===== config.mk =====
export PLATFORM = sky130hd
export DESIGN_NAME = multicycle_controller
export DESIGN_NICKNAME = d
export VERILOG_FILES = /design/src/rtl/multicycle_controller.sv
export SDC_FILE = /design/constraint.sdc
export NUM_CORES = 1
export LEC_CHECK = 0
export ABC_AREA = 1
export CAP_MARGIN = 10
export CORE_ASPECT_RATIO = 1.25
export CORE_MARGIN = 1.5
export CORE_UTILIZATION = 34
export DETAILED_ROUTE_END_ITERATION = 10
export PLACE_DENSITY = 0.82
export SLEW_MARGIN = 15
export SYNTH_ARGS = -nofsm -noshare
export SYNTH_HDL_FRONTEND = slang
export SYNTH_SLANG_ARGS = --single-unit

===== constraint.sdc =====
create_clock -name clk -period 1.8 [get_ports clk]
set_input_delay 0.36 -clock clk [delete_from_list [all_inputs] [get_ports clk]]
set_output_delay 0.36 -clock clk [all_outputs]
set_load 0.02 [all_outputs]

===== src/rtl/multicycle_controller.sv =====
// Multicycle control sequencer for the ARM-subset datapath: instruction decode,
// NZCV flag register, condition evaluation and the fetch/decode/execute/memory/writeback walk.
module multicycle_controller (
    input  logic        clk,
    input  logic        reset,
    input  logic [31:0] Instr,
    input  logic [3:0]  ALUFlags,
    input  logic        imem_ready,
    input  logic        dmem_ready,
    output logic        imem_req,
    output logic        dmem_req,
    output logic        MemWrite,
    output logic        IRWrite,
    output logic        PCWrite,
    output logic        PCSrc,
    output logic [1:0]  RegSrc,
    output logic        RegWrite,
    output logic [1:0]  ImmSrc,
    output logic        ALUSrc,
    output logic [3:0]  ALUControl,
    output logic        MemtoReg,
    output logic [3:0]  Flags,
    output logic [2:0]  state,
    output logic        instr_done
);

    typedef enum logic [2:0] {
        S_IDLE      = 3'd0,
        S_FETCH     = 3'd1,
        S_DECODE    = 3'd2,
        S_EXECUTE   = 3'd3,
        S_MEMORY    = 3'd4,
        S_WRITEBACK = 3'd5
    } state_e;

    typedef enum logic [1:0] {
        OP_DP  = 2'b00,
        OP_MEM = 2'b01,
        OP_BR  = 2'b10,
        OP_ILL = 2'b11
    } op_e;

    state_e     state_q, state_d;
    logic [3:0] flags_q, flags_d;

    logic [3:0] cond;
    op_e        op;
    logic       i_bit;
    logic [3:0] cmd;
    logic       sl_bit;
    logic [3:0] rd;
    logic       unused_instr_bits;

    assign cond   = Instr[31:28];
    assign op     = op_e'(Instr[27:26]);
    assign i_bit  = Instr[25];
    assign cmd    = Instr[24:21];
    assign sl_bit = Instr[20];
    assign rd     = Instr[15:12];
    assign unused_instr_bits = ^{Instr[19:16], Instr[11:0]};

    logic [3:0] dp_alu_ctl;
    logic       dp_writes;
    logic       dp_supported;
    logic       dp_is_cmp;
    logic       dp_flag_upd;

    always_comb begin
        dp_alu_ctl   = '0;
        dp_writes    = 1'b0;
        dp_supported = 1'b1;
        dp_is_cmp    = 1'b0;
        case (cmd)
            4'b0100: begin dp_alu_ctl = 4'b0000; dp_writes = 1'b1; end
            4'b0010: begin dp_alu_ctl = 4'b0001; dp_writes = 1'b1; end
            4'b0000: begin dp_alu_ctl = 4'b0010; dp_writes = 1'b1; end
            4'b1100: begin dp_alu_ctl = 4'b0011; dp_writes = 1'b1; end
            4'b1010: begin dp_alu_ctl = 4'b0001; dp_is_cmp = 1'b1; end
            default: dp_supported = 1'b0;
        endcase
    end

    // CMP always updates flags even with S clear
    assign dp_flag_upd = dp_is_cmp | (sl_bit & dp_supported);

    logic flag_n, flag_z, flag_c, flag_v;
    logic cond_pass;
    logic skip;

    assign {flag_n, flag_z, flag_c, flag_v} = flags_q;

    always_comb begin
        cond_pass = 1'b0;
        case (cond)
            4'b0000: cond_pass = flag_z;
            4'b0001: cond_pass = ~flag_z;
            4'b0010: cond_pass = flag_c;
            4'b0011: cond_pass = ~flag_c;
            4'b0100: cond_pass = flag_n;
            4'b0101: cond_pass = ~flag_n;
            4'b0110: cond_pass = flag_v;
            4'b0111: cond_pass = ~flag_v;
            4'b1000: cond_pass = flag_c & ~flag_z;
            4'b1001: cond_pass = ~flag_c | flag_z;
            4'b1010: cond_pass = (flag_n == flag_v);
            4'b1011: cond_pass = (flag_n != flag_v);
            4'b1100: cond_pass = ~flag_z & (flag_n == flag_v);
            4'b1101: cond_pass = flag_z | (flag_n != flag_v);
            4'b1110: cond_pass = 1'b1;
            default: cond_pass = 1'b0;
        endcase
    end

    assign skip = ~cond_pass | (op == OP_ILL);

    always_comb begin
        state_d = state_q;
        flags_d = flags_q;
        case (state_q)
            S_IDLE:      state_d = S_FETCH;
            S_FETCH:     state_d = imem_ready ? S_DECODE : S_FETCH;
            S_DECODE:    state_d = skip ? S_FETCH : S_EXECUTE;
            S_EXECUTE: begin
                state_d = (op == OP_MEM) ? S_MEMORY : S_FETCH;
                if (op == OP_DP && dp_flag_upd) begin
                    flags_d = ALUFlags;
                end
            end
            S_MEMORY: begin
                if (dmem_ready) begin
                    state_d = sl_bit ? S_WRITEBACK : S_FETCH;
                end
            end
            S_WRITEBACK: state_d = S_FETCH;
            default:     state_d = S_IDLE;
        endcase
    end

    always_ff @(posedge clk or negedge reset) begin
        if (!reset) begin
            state_q <= S_IDLE;
            flags_q <= '0;
        end else begin
            state_q <= state_d;
            flags_q <= flags_d;
        end
    end

    logic in_instr;

    assign in_instr = (state_q == S_DECODE) || (state_q == S_EXECUTE) ||
                      (state_q == S_MEMORY) || (state_q == S_WRITEBACK);

    always_comb begin
        imem_req   = 1'b0;
        dmem_req   = 1'b0;
        MemWrite   = 1'b0;
        IRWrite    = 1'b0;
        PCWrite    = 1'b0;
        PCSrc      = 1'b0;
        RegSrc     = '0;
        RegWrite   = 1'b0;
        ImmSrc     = '0;
        ALUSrc     = 1'b0;
        ALUControl = '0;
        MemtoReg   = 1'b0;
        instr_done = 1'b0;

        if (in_instr) begin
            case (op)
                OP_DP: begin
                    ImmSrc     = 2'b00;
                    ALUSrc     = i_bit;
                    RegSrc     = 2'b00;
                    ALUControl = dp_alu_ctl;
                end
                OP_MEM: begin
                    ImmSrc = 2'b01;
                    ALUSrc = 1'b1;
                    RegSrc = {~sl_bit, 1'b0};
                end
                OP_BR: begin
                    ImmSrc = 2'b10;
                    ALUSrc = 1'b1;
                    RegSrc = 2'b01;
                end
                default: ;
            endcase
        end

        case (state_q)
            S_FETCH: begin
                imem_req = 1'b1;
                IRWrite  = imem_ready;
            end
            S_DECODE: begin
                if (skip) begin
                    PCWrite    = 1'b1;
                    instr_done = 1'b1;
                end
            end
            S_EXECUTE: begin
                case (op)
                    OP_DP: begin
                        RegWrite   = dp_writes;
                        PCWrite    = 1'b1;
                        PCSrc      = dp_writes & (rd == 4'hF);
                        instr_done = 1'b1;
                    end
                    OP_BR: begin
                        PCWrite    = 1'b1;
                        PCSrc      = 1'b1;
                        instr_done = 1'b1;
                    end
                    OP_MEM: ;
                    default: begin
                        PCWrite    = 1'b1;
                        instr_done = 1'b1;
                    end
                endcase
            end
            S_MEMORY: begin
                dmem_req = 1'b1;
                MemWrite = ~sl_bit;
                if (dmem_ready && !sl_bit) begin
                    PCWrite    = 1'b1;
                    instr_done = 1'b1;
                end
            end
            S_WRITEBACK: begin
                RegWrite   = 1'b1;
                MemtoReg   = 1'b1;
                PCWrite    = 1'b1;
                PCSrc      = (rd == 4'hF);
                instr_done = 1'b1;
            end
            default: ;
        endcase
    end

    assign Flags = flags_q;
    assign state = state_q;

endmodule


* Word-level counts from Yosys, hierarchy flattened
Index checks and enable logic that the tools add are counted.
** Operators by class
- Muxes and demuxes :: 32
- Bitwise gates (word level) :: 14
- Reductions and logical operators :: 16
- Eq/ne operators :: 30
** Operators with widths (number)
- $eq A4 B4 Y1 const B :: 10
- $eq A4 B3 Y1 const B :: 5
- $pmux W1 S15 :: 1
- $pmux W3 S5 :: 1
- $mux W1 :: 13
- $eq A4 B2 Y1 const B :: 3
- $mux W3 :: 3
- $logic_not A4 Y1 :: 2
- $mux W2 :: 4
- $mux W4 :: 2
- $pmux W1 S2 :: 4
- $pmux W2 S2 :: 2
- $eq A3 B2 Y1 const B :: 2
- $eq A3 B3 Y1 const B :: 2
- $not A1 Y1 :: 6
- $pmux W2 S3 :: 1
- $reduce_or A2 Y1 :: 3
- $reduce_or A5 Y1 :: 1
- $and A1 B1 Y1 :: 4
- $eq A2 B2 Y1 const B :: 2
- $eq A4 B1 Y1 const B :: 1
- $or A1 B1 Y1 :: 4
- $pmux W1 S4 :: 1
- $reduce_or A4 Y1 :: 1
- other kinds (11) :: 14
** Word-level totals
- Register bits after elaboration :: 7

* Depth between registers and ports, before layout
Gate-level depths: netlist (run 1).
- Word-level depth :: 7
- Depth in mapped cells :: 12
- Gate-level depth less buffers :: 11

* Least setup slack after synthesis (run 1)
OpenSTA, ideal clock, no wires.
- Path kind :: register to output
- From :: reg state_q[2] (netlist: state[2])
- To :: out ALUControl[1]
- Data arrival time :: 2028 ps
- Slack :: -588 ps
- Cell stages (with the launch flop) :: 4
- Cells stage by stage :: dfrtp_1 -> ha_1 -> inv_1 -> a2111oi_0
** On the way
- Cells in the longest elaborated chain, start to end :: 5
** Ends and longest elaborated chain
- from (decl) :: line 43 : state_e state_q, state_d;
- from (signal assigned) :: line 144 : state_q <= state_d;
- $eq A3 B2 Y1 :: line 151 : assign in_instr = (state_q == S_DECODE) || (state_q == S_EXECUTE) ||
- $logic_or A1 B1 Y1 (2 in series) :: line 151
- $logic_or A1 B1 Y1 * :: line 152 : (state_q == S_MEMORY) || (state_q == S_WRITEBACK);
- $mux W4 * :: line 169 : if (in_instr) begin
- to (decl) :: line 20 : output logic [3:0] ALUControl,
Mark *: on every way between the ends. The rest lies on a longest branch, timed or not.

* Worst setup path after layout (run 1)
- From :: reg flags_q[3] (netlist: Flags[3])
- To :: out instr_done
** On the way
- Cells in the longest elaborated chain, start to end :: 7
** Ends and longest elaborated chain
- from (decl) :: line 44 : logic [3:0] flags_q, flags_d;
- from (signal assigned) :: line 145 : flags_q <= flags_d;
- $ne A1 B1 Y1 or $eq A1 B1 Y1 (tied branches)
- $or A1 B1 Y1 or $and A1 B1 Y1 (tied branches) :: line 108, 107
- $pmux W1 S15 * :: line 94 : case (cond)
- $not A1 Y1 * :: line 114 : assign skip = ~cond_pass | (op == OP_ILL);
- $or A1 B1 Y1 * :: line 114
- $mux W1 * :: line 197 : if (skip) begin
- $pmux W1 S4 * :: line 191 : case (state_q)
- to (decl) :: line 24 : output logic instr_done
Marks and branches as above.

==> impl_metrics.ini, run 1 <==
[cells_and_area]
stdcell_count = 272
nNetsFinal = 285
fillers = 167
fin_area_um2 = 1850
final_util_pct = 74.8
layout-drive-gt1-share_pct = 50.6
syn_to_final_growth_pct = 107
multi_input_area_um2 = 707
diodes = 0
regArea_um2 = 179

[power]
p_int_mw = 1.17
peakVddDrop_v = 0.000761
power_per_cell_area_nw_per_um2 = 1160
pwr-share-seq_pct = 14.5
power_mw = 2.16
combPwrFrac_pct = 78.7
power.share.switching_pct = 45.7
p_clk_share_pct = 6.8
p_sw_mw = 0.986
leakage_nw = 0.979

[cts]
cts_tree = built
clockBufferDepth = 2
clockRootBuffer = clkbuf_4
clk_pin_slew_worst_paths_ns = 0.05
ctsHtreeMaxLevel = 1
clk_latency_ns = 0.26
cts_buffers = 3
clock-sinks = 7

[synthesis]
syn_avg_cell_area_um2 = 5.93
netlist_top_cells_area = dfrtp_1, nand2_1, inv_1, ha_1, nand3_1
synth.distinct_cells = 26
synthesis.area_um2 = 896
synth_top_area_share_pct = 19.6
netlist_top_cells_count = nand2_1, inv_1, nor2_1
synth_flop_cell = dfrtp_1
yosysTopAreaCell = dfrtp_1
syn_inst = 151
synth_seq_cells = 7
synth_edf_count = 0
ys_warn_count = 0
ys_seq_area_share_pct = 19.6
synth.most_common_cell = nand2_1
async_reset_ff_share_pct = 100

[status]
violations = negative setup slack
outcome = complete, but fails checks

[routing]
vias_per_cell = 4.65
drc = 0
vias = 1266
wire_per_inst_um = 11.5
dr.first_iter.drc_count = 24
ant_nets = 0
first_pass_iters = 5
wirelength_mm = 3.13

[sta]
min_period_ns = 2.03
finClkSkew_ns = 0.00297
setup_viol = 9
fin_tns_setup_ns = -1.09
rsz0062_at_grt = true
hold_viol_final = 0
holdWs_ns = 0.348
setup_slack_ns = -0.231
timing.final.crit_share_pct = 113
fmax_ghz = 0.492
slew_viol_final = 0

[grt]
grt_max_degree = 10
track_usage_pct = 19.8
grt-ovfl-total = 0
grt_first_pass_wirelength_mm = 4.56
grt_antenna_before_repair = 0
first_global_vias = 1188

[floorplanning]
std_cell_rows = 20
die-area_um2 = 2950
io_pins = 65
die_x_um = 48.9
dieHeight_um = 60.4
core-area_um2 = 2480
start_util_pct = 36.2

[worst_setup_path]
crit_fanout = 3
critPathCaptureType = output port
path_class = reg -> out
critPathArrivalTime_ns = 1.67
start_kind = flop
crit_required_ns = 1.44

[placed_design]
dpl_worst_slack_ns = -0.975
portBuffers = 46
place_area_um2 = 1660
dpl.hpwl_mm = 2.19
dpl.cell_count = 259
place.gp.congestion = 0.796

[flow_run]
max-cap-violations = 0

[worst_hold_path]
worstHoldPathType = in -> async
==> sequential cells by signal (all words and copies together), names as in the netlist <==
signal / cells
Flags: 4
state: 3
==> final cells by class <==
| type | count | share of cell area (%) |
|---|---|---|
| clock buffers | 4 | 1.42 |
| inverters | 33 | 6.95 |
| multi-input cells | 107 | 38.1 |
| flip-flops and latches | 7 | 9.65 |
| well taps | 33 | 2.23 |
| repair buffers | 88 | 41.6 |
==> placed cells by master, fill, tap and decap left out, types with 2 or more instances in the layout <==
master | netlist | layout
o21ai_2 | 0 | 3
ha_2 | 0 | 2
clkbuf_4 | 0 | 3
clkbuf_2 | 0 | 2
inv_2 | 6 | 14
buf_4 | 5 | 42
nand3_2 | 3 | 4
buf_6 | 0 | 13
dlygate4sd2_1 | 0 | 5
clkdlybuf4s15_1 | 0 | 3
inv_1 | 27 | 17
nor2_1 | 16 | 11
o21ai_0 | 4 | 2
nor3_4 | 0 | 3
nor2_2 | 2 | 5
nand2_2 | 3 | 10
conb_1 | 1 | 2
dlymetal6s2s_1 | 0 | 2
nand2_1 | 39 | 31
nand4_1 | 2 | 2
nand3_1 | 12 | 11
a21oi_2 | 3 | 4
dfrtp_2 | 0 | 3
a21oi_1 | 5 | 3
clkdlybuf4s50_1 | 0 | 18
ha_1 | 5 | 2
buf_2 | 0 | 2
inv_4 | 0 | 2
dfrtp_1 | 7 | 4
nor2_4 | 1 | 3
==> path summary, 6_finish.rpt <==
check,to,start,slack [ns],depth (start not counted)
max,instr_done,Flags[3]$_DFFE_PN0P_,-0.23,12
min in group clk,Flags[2]$_DFFE_PN0P_,Instr[21],0.64,6
max reg2reg,Flags[1]$_DFFE_PN0P_,state[2]$_DFFE_PN0P_,0.20,9
min,Flags[0]$_DFFE_PN0P_,reset,0.35,1
max in group asynchronous,state[1]$_DFFE_PN0P_,reset,1.21,1
min reg2reg,Flags[2]$_DFFE_PN0P_,Flags[2]$_DFFE_PN0P_,0.69,3
==> power groups by stage <==
stage                     Sequential, mW  Clock [mW]  Combinational (mW)
after floorplan                    0.398           0               0.602
after global placement             0.305           0                1.39
after detailed placement           0.308           0                1.41
after CTS                          0.309       0.144                1.58
after global routing               0.320       0.158                1.81
final                              0.312       0.146                1.70
==> cells by family after synthesis <==
kind of cell               synth area share [%]
and+or+nand+nor                            43.7
DFF                                        19.6
AOI/OAI and AO/OA                          11.3
buffers and inverters                      18.0
other                                     0.419
adders and majority gates                  6.98
==> worst max-delay path, stage by stage, from the launching register on <==
cell and delay [ns]:
dfrtp_1 0.41, inv_2 0.10, nand2_2 0.07, nand3_1 0.08
nand2_1 0.05, nand2_1 0.07, nand2_2 0.06, inv_2 0.05
nand3_2 0.09, nand2_2 0.07, nand2_2 0.06, a21oi_4 0.18
buf_6 0.13
==> what timing repair did <==
action	4_1_cts	5_1_grt
buffers inserted	7	2
resized for setup	111	32
endpoints found under the hold margin	0	0
hold buffers	0	0
pin swaps	12	10
endpoints found under the setup margin	16	17
==> routing by layer <==
metal | GRT usage [%] | wire [µm]
met5 | 0 | 0
met4 | 6.12 | 39
met2 | 43.6 | 1830
met1 | 19.3 | 1130
met3 | 1.72 | 133
Power figures use the tool's default switching activity.
==> inputs of run 2 (changes only) <==
Settings changed: SLEW_MARGIN 15 to default.
==> results of run 2 <==
The final DEF is identical to that of run 1; final timing and power are the same.
